<file path="src/rtl/ram_master.sv">
// ram_master: serialises core byte/half/word loads and stores onto a single-port word RAM
module ram_master #(
  parameter int ADDR_W = 14
) (
  input  logic              CLK,
  input  logic              nRST,
  input  logic              req_valid,
  output logic              req_ready,
  input  logic              req_wen,
  input  logic [1:0]        req_size,
  input  logic              req_unsigned,
  input  logic [31:0]       req_addr,
  input  logic [31:0]       req_wdata,
  output logic              resp_valid,
  output logic              resp_err,
  output logic [31:0]       resp_rdata,
  output logic [ADDR_W-1:0] ram_addr,
  output logic              ram_wen,
  output logic [31:0]       ram_store,
  input  logic [31:0]       ram_load
);

  typedef enum logic [2:0] {IDLE, RD_ADDR, RD_DATA, WR, RMW_RD, RMW_MRG, RMW_WR, RESP} state_t;

  state_t              state_q;
  logic [1:0]          size_q;
  logic [1:0]          lane_q;
  logic                uns_q;
  logic [15:0]         wdata_q;
  logic                req_ready_q;
  logic                resp_valid_q;
  logic                resp_err_q;
  logic [31:0]         resp_rdata_q;
  logic [ADDR_W-1:0]   ram_addr_q;
  logic                ram_wen_q;
  logic [31:0]         ram_store_q;
  logic                acc_err;
  logic [7:0]          ld_b;
  logic [15:0]         ld_h;
  logic [31:0]         rd_fmt;
  logic [31:0]         mrg_mask;
  logic [31:0]         mrg_ins;
  logic [31:0]         merged;

  assign req_ready  = req_ready_q;
  assign resp_valid = resp_valid_q;
  assign resp_err   = resp_err_q;
  assign resp_rdata = resp_rdata_q;
  assign ram_addr   = ram_addr_q;
  assign ram_wen    = ram_wen_q;
  assign ram_store  = ram_store_q;

  // Request legality, load lane extraction/extension and store lane merge
  always_comb begin
    acc_err  = (req_size == 2'd3) || (req_size == 2'd1 && req_addr[0]) ||
               (req_size == 2'd2 && req_addr[1:0] != 2'd0) || ((req_addr >> (ADDR_W + 2)) != 32'd0);
    ld_b     = ram_load[{lane_q, 3'b000} +: 8];
    ld_h     = ram_load[{lane_q[1], 4'b0000} +: 16];
    rd_fmt   = size_q == 2'd0 ? {{24{ld_b[7] & ~uns_q}}, ld_b} :
               size_q == 2'd1 ? {{16{ld_h[15] & ~uns_q}}, ld_h} : ram_load;
    mrg_mask = size_q == 2'd0 ? 32'hFF << {lane_q, 3'b000} : 32'hFFFF << {lane_q[1], 4'b0000};
    mrg_ins  = size_q == 2'd0 ? {4{wdata_q[7:0]}} : {2{wdata_q}};
    merged   = (ram_load & ~mrg_mask) | (mrg_ins & mrg_mask);
  end

  // Control FSM with all outputs registered; reset aborts any operation in flight
  always_ff @(posedge CLK or negedge nRST) begin
    if (!nRST) begin
      state_q      <= IDLE;
      size_q       <= 2'd0;
      lane_q       <= 2'd0;
      uns_q        <= 1'b0;
      wdata_q      <= 16'd0;
      req_ready_q  <= 1'b1;
      resp_valid_q <= 1'b0;
      resp_err_q   <= 1'b0;
      resp_rdata_q <= 32'd0;
      ram_addr_q   <= '0;
      ram_wen_q    <= 1'b0;
      ram_store_q  <= 32'd0;
    end else begin
      req_ready_q  <= 1'b0;
      resp_valid_q <= 1'b0;
      resp_err_q   <= 1'b0;
      resp_rdata_q <= 32'd0;
      ram_wen_q    <= 1'b0;
      case (state_q)
        IDLE: begin
          if (req_valid && req_ready_q) begin
            size_q     <= req_size;
            lane_q     <= req_addr[1:0];
            uns_q      <= req_unsigned;
            wdata_q    <= req_wdata[15:0];
            ram_addr_q <= req_addr[ADDR_W+1:2];
            if (acc_err) begin
              state_q      <= RESP;
              resp_valid_q <= 1'b1;
              resp_err_q   <= 1'b1;
            end else if (!req_wen) begin
              state_q <= RD_ADDR;
            end else if (req_size == 2'd2) begin
              state_q     <= WR;
              ram_wen_q   <= 1'b1;
              ram_store_q <= req_wdata;
            end else begin
              state_q <= RMW_RD;
            end
          end else begin
            req_ready_q <= 1'b1;
          end
        end
        RD_ADDR: state_q <= RD_DATA;
        RD_DATA: begin
          state_q      <= RESP;
          resp_valid_q <= 1'b1;
          resp_rdata_q <= rd_fmt;
        end
        RMW_RD: state_q <= RMW_MRG;
        RMW_MRG: begin
          state_q     <= RMW_WR;
          ram_wen_q   <= 1'b1;
          ram_store_q <= merged;
        end
        WR, RMW_WR: begin
          state_q      <= RESP;
          resp_valid_q <= 1'b1;
        end
        default: begin
          state_q     <= IDLE;
          req_ready_q <= 1'b1;
        end
      endcase
    end
  end

endmodule

</file>
<file path="config.mk">
export PLATFORM = sky130hd
export DESIGN_NAME = ram_master
export DESIGN_NICKNAME = d
export VERILOG_FILES = /design/src/rtl/ram_master.sv
export SDC_FILE = /design/constraint.sdc
export NUM_CORES = 1
export LEC_CHECK = 0
export CORE_AREA = 4 4 93 130
export DETAILED_ROUTE_END_ITERATION = 10
export DIE_AREA = 0 0 97 134
export PLACE_DENSITY = 0.86
export RECOVER_POWER = 25
export SLEW_MARGIN = 20
export SYNTH_ARGS = -nofsm -noshare
export SYNTH_HDL_FRONTEND = slang
export SYNTH_SLANG_ARGS = --single-unit
</file>
<file path="constraint.sdc">
create_clock -name CLK -period 5.2 [get_ports CLK]
set_clock_uncertainty 0.2 [all_clocks]
set_input_delay 0.52 -clock CLK [delete_from_list [all_inputs] [get_ports CLK]]
set_output_delay 0.52 -clock CLK [all_outputs]
set_load 0.005 [all_outputs]
</file>
After elaboration in Yosys (flattened, before gate mapping)
Index checks and enable logic that the tools add are counted.
Word-level totals
  register bits: 106
  output and inout port bits: 82
  logic and storage cells: 78
Operators by class
  equality and inequality tests: 14
  shift-type cells: 4
  muxes and demuxes: 26
  bitwise logic cells: 7
  reduce and logical (&&, ||, !) cells: 15
Operator list (number)
  32-bit two-way mux: 9
  32-bit AND: 2
  32-bit one-hot mux with 2 select lines: 1
  32-bit NOT: 1
  32-bit OR: 1
  32-bit nonzero test: 1
  32-bit by 6-bit variable part select with 16-bit output: 1
  32-bit by 6-bit variable part select with 8-bit output: 1
  16-bit by 5-bit << shifter with 32-bit output, first input constant: 1
  8-bit by 5-bit << shifter with 32-bit output, first input constant: 1
  3-bit one-hot mux with 5 select lines: 1
  3-bit two-way mux: 4
  3-bit == test, second input constant: 3
  1-bit two-way mux: 8
  2-bit inequality test, second input constant: 4
  3-bit by 2-bit == test with 1-bit output, second input constant: 2
  1-bit one-hot mux with 2 select lines: 3
  6-bit OR reduction: 1
  5-bit AND reduction: 1
  2-bit by 1-bit == test with 1-bit output, second input constant: 2
  2-bit == test, second input constant: 2
  2-bit nonzero test: 2
  3-bit by 1-bit == test with 1-bit output, second input constant: 1
  1-bit logical AND: 3
  7 further kinds: 10

Depth between registers and ports, before layout
  depth after elaboration: 8
  depth in mapped cells: 7
  depth with buffers taken out: 4

Least setup slack after synthesis
OpenSTA, ideal clock, no wires.
  path type: reg-to-reg
  start point: register state_q[1]
  end point: register lane_q[0]
  library setup time: 0.125 ns
  arrival time: 1.602 ns
  setup slack: 3.273 ns
  stages on the path, launching flop included: 6
  period minus slack after synthesis: 1.927 ns
  cell sequence: dfrtp_1 nor3_1 and2_1 buf_2 buf_4 mux2_2
Between the ends
  longest elaborated chain between the ends: 2
RTL lines
  from (decl): line 25  | state_t state_q;
  from (signal assigned): line 69  | state_q <= IDLE;
  from (signal assigned): line 96  | state_q <= RESP;
  from (signal assigned): line 100  | state_q <= RD_ADDR;
  3-bit logical NOT: line 87  | case (state_q)
  2-bit AND reduction (no source line)
  to (signal assigned): line 91  | lane_q <= req_addr[1:0];
  to (decl): line 27  | logic [1:0] lane_q;
No other way between the ends.
A chain may end at the register's enable or synchronous reset.

==> out/results.txt <==
RD Place Congestion -> 0.910
Drt via density -> 6.15
Nets -> 753
R2r worst-path depth -> 4
CTS tree -> yes
Core footprint -> 10900 um2
Seq/Total Area, Yosys -> 0.504
DRT Pass-1 Iters -> 5
Setup crit start -> nRST
Synth top area cells -> dfrtp_1 50%, mux2_2 6.8%, o21ai_0 4.5%, a31oi_1 3.7%, mux2i_1 3.0%
CTS Hold Bufs -> 0
Post-cts gate resize count -> 0
WP data arrival -> 3.31 ns
Buffers & Inverters on Critical Path -> 2
PD cells -> 529 nW/um2
Worst hold slack -> 0.310 ns
Die area -> 13000 um2
CP top delay family -> buffers and inverters
Setup TNS -> 0 ns
First-pass GRT wire length -> 26.7 mm
Period utilisation layout -> 0.596
Layout cell share with drive strength beyond 1 -> 0.128
Vias in the first global route -> 5102
Class of the worst hold path -> reg2reg
CP endpoint kind -> async pin
Crit path time final -> 3.10 ns
Leak -> 3.03 nW
Hold Crit Start -> wdata_q[9]
Levels on crit path -> 2
Total CTS buffers -> 9
Clk_lat worst skew -> 0.35 ns
HPWL after DPL -> 12.9 mm
CTS max path bufs -> 2
Async SR Flop Fraction -> 1.00
CTS root buf -> clkbuf_16
Ports -> 185
Post-synth EDFFs -> 0
Initial core utilization -> 0.485
Rows -> 45
Routed WL per cell -> 21.7 um
Hold Path Cell Cnt -> 1
Worst path required time -> 5.41 ns
Worst Path Class, Setup -> in2async
Final Hold Viols -> 0
Reg power frac -> 0.362
Top_reg_cell synth -> dfrtp_1
Slowest CP cell -> clkbuf_1
Post-Syn Area per Cell -> 10.7 um2
Most common cell after layout, fill and taps aside -> clkdlybuf4s50_1
Status -> finished, violations left
Max incr delay on CP -> 1.90 ns
Sw Pwr -> 0.00135 W
Combinational share of power -> 0.441
Synth top area share -> 0.499
Least-Margin Pin Slew -> 2.75 ns
Clock share of power -> 0.196
Htree depth -> 3
PortBufs -> 184
Overall Global Routing Usage -> 0.262
Overflow left after global routing -> 0
Vias -> 4896
Syn Std Cell Area -> 5270 um2
Initial drt markers -> 431
Post-route antenna net violation count -> 0
Largest net degree at the start of global routing -> 56
Worst slew margin -> -0.831
Dominant cell type by area after synthesis -> dfrtp_1
Fin. max-slew vios -> 53
Initial antenna violation count -> 1
Area Growth Syn to Fin -> 42.1%
DIE WIDTH -> 97 um
Die Ht -> 134 um
Post-synth cell types -> 47
Drt drc -> 0
Fmax achieved -> 323 MHz
Flops & latches, synth -> 106
Total of max-cap violations -> 1
Total power -> 0.00396 W
CTS Sinks -> 106
Post-Route WL -> 17.3 mm
Post-route cell area -> 7480 um2
Clock transition at path regs -> 0.07 ns
Max VDD drop -> 0.258 mV
R2R Path Start -> state_q[1]
Synth Warn # -> 0
Commonest cells after routing, fill and taps aside -> 183 x clkdlybuf4s50_1, 105 x dfrtp_1, 47 x o21ai_0
Net Sw Frac -> 0.341
Syn Inst Count -> 490
Synth Net Count -> 593
Post-CTS Setup Bufs -> 0
CP max FO -> 55
Crit path cell chain -> clkbuf_1, buf_4
Setup violators final -> 0
Int Pwr -> 0.00261 W
CP Launch Type -> input port
RSZ-0062 raised after global routing -> no
Post-DP Area -> 7140 um2
Failing checks -> max-capacitance violations, max-slew violations
[registers in the layout, summed over array words and instances (netlist names)]
register,cells
ram_store,32
resp_rdata,32
wdata_q,16
ram_addr,14
state_q,3
lane_q,2
size_q,2
ram_wen,1
req_ready,1
resp_err,1
resp_valid,1
uns_q,1
[layout make-up]
| class | count | area, um2 |
|---|---|---|
| timing repair buffer | 193 | 1900 |
| fill | 834 | 3380 |
| clock buffer | 10 | 239 |
| sequential | 106 | 2650 |
| tap | 141 | 176 |
| clock inverter | 5 | 103 |
| antenna | 1 | 2.50 |
| inverter | 21 | 78.8 |
| multi-input combinational | 319 | 2330 |
[per-stage QoR]
stage | cells | util | setup WS [ns]
6_report | 796 | 0.689 | 2.10
5_1_grt | 796 | 0.689 | 1.48
4_1_cts | 795 | 0.689 | 2.56
3_5_place_dp | 780 | 0.657 | 2.31
3_3_place_gp | 780 | 0.657 | 2.17
2_1_floorplan | 490 | - | 3.27
[synth_stat cells (all sizes together), types with 3 or more instances]
master  number
a221oi      17
and2         3
clkbuf      23
mux2        32
inv         21
a211oi      17
o211ai      16
dfrtp      105
o21ai       49
mux4         8
a21oi       17
buf         21
nor2        11
nand2       29
nor4         4
nand4        9
and3         9
nand3       25
mux2i       16
or2          4
a31oi       31
nor3         3
[worst paths after layout]
check | end | slack (ns)
max in group CLK | wdata_q[10] | 2.53
min | wdata_q[9] | 0.31
min in group asynchronous | ram_wen | 0.84
min reg2reg | wdata_q[9] | 0.31
max reg2reg | wdata_q[10] | 2.53
max | ram_store[4] | 2.10
[kinds of logic (layout without fill, tap and decap cells)]
group / Yosys count / in the layout / synth area share
AOI/OAI and AO/OA: 158 / 158 / 0.202
muxes: 56 / 56 / 0.135
other: 0 / 1 / 0
DFF: 106 / 106 / 0.504
and+or+nand+nor: 105 / 105 / 0.104
buffers and inverters: 65 / 229 / 0.0556
[per-layer routing]
layer	up-vias	share of wire	global-route usage
met3	48	0.072	0.0494
met1	2415	0.36	0.291
met4	0	0.043	0.141
met2	268	0.53	0.472
li1	2165	-	-
met5	-	0	0
[power by group through the flow]
stage / Combinational [W] / Clock (W) / Sequential [W]
final: 0.00175 / 0.000777 / 0.00143
after global routing: 0.00188 / 0.000817 / 0.00148
after global placement: 0.00169 / 0 / 0.00143
after CTS: 0.00175 / 0.000780 / 0.00143
after floorplan: 0.000899 / 0 / 0.00138
after detailed placement: 0.00174 / 0 / 0.00145
Note: power is estimated with default switching activity, not from simulation.
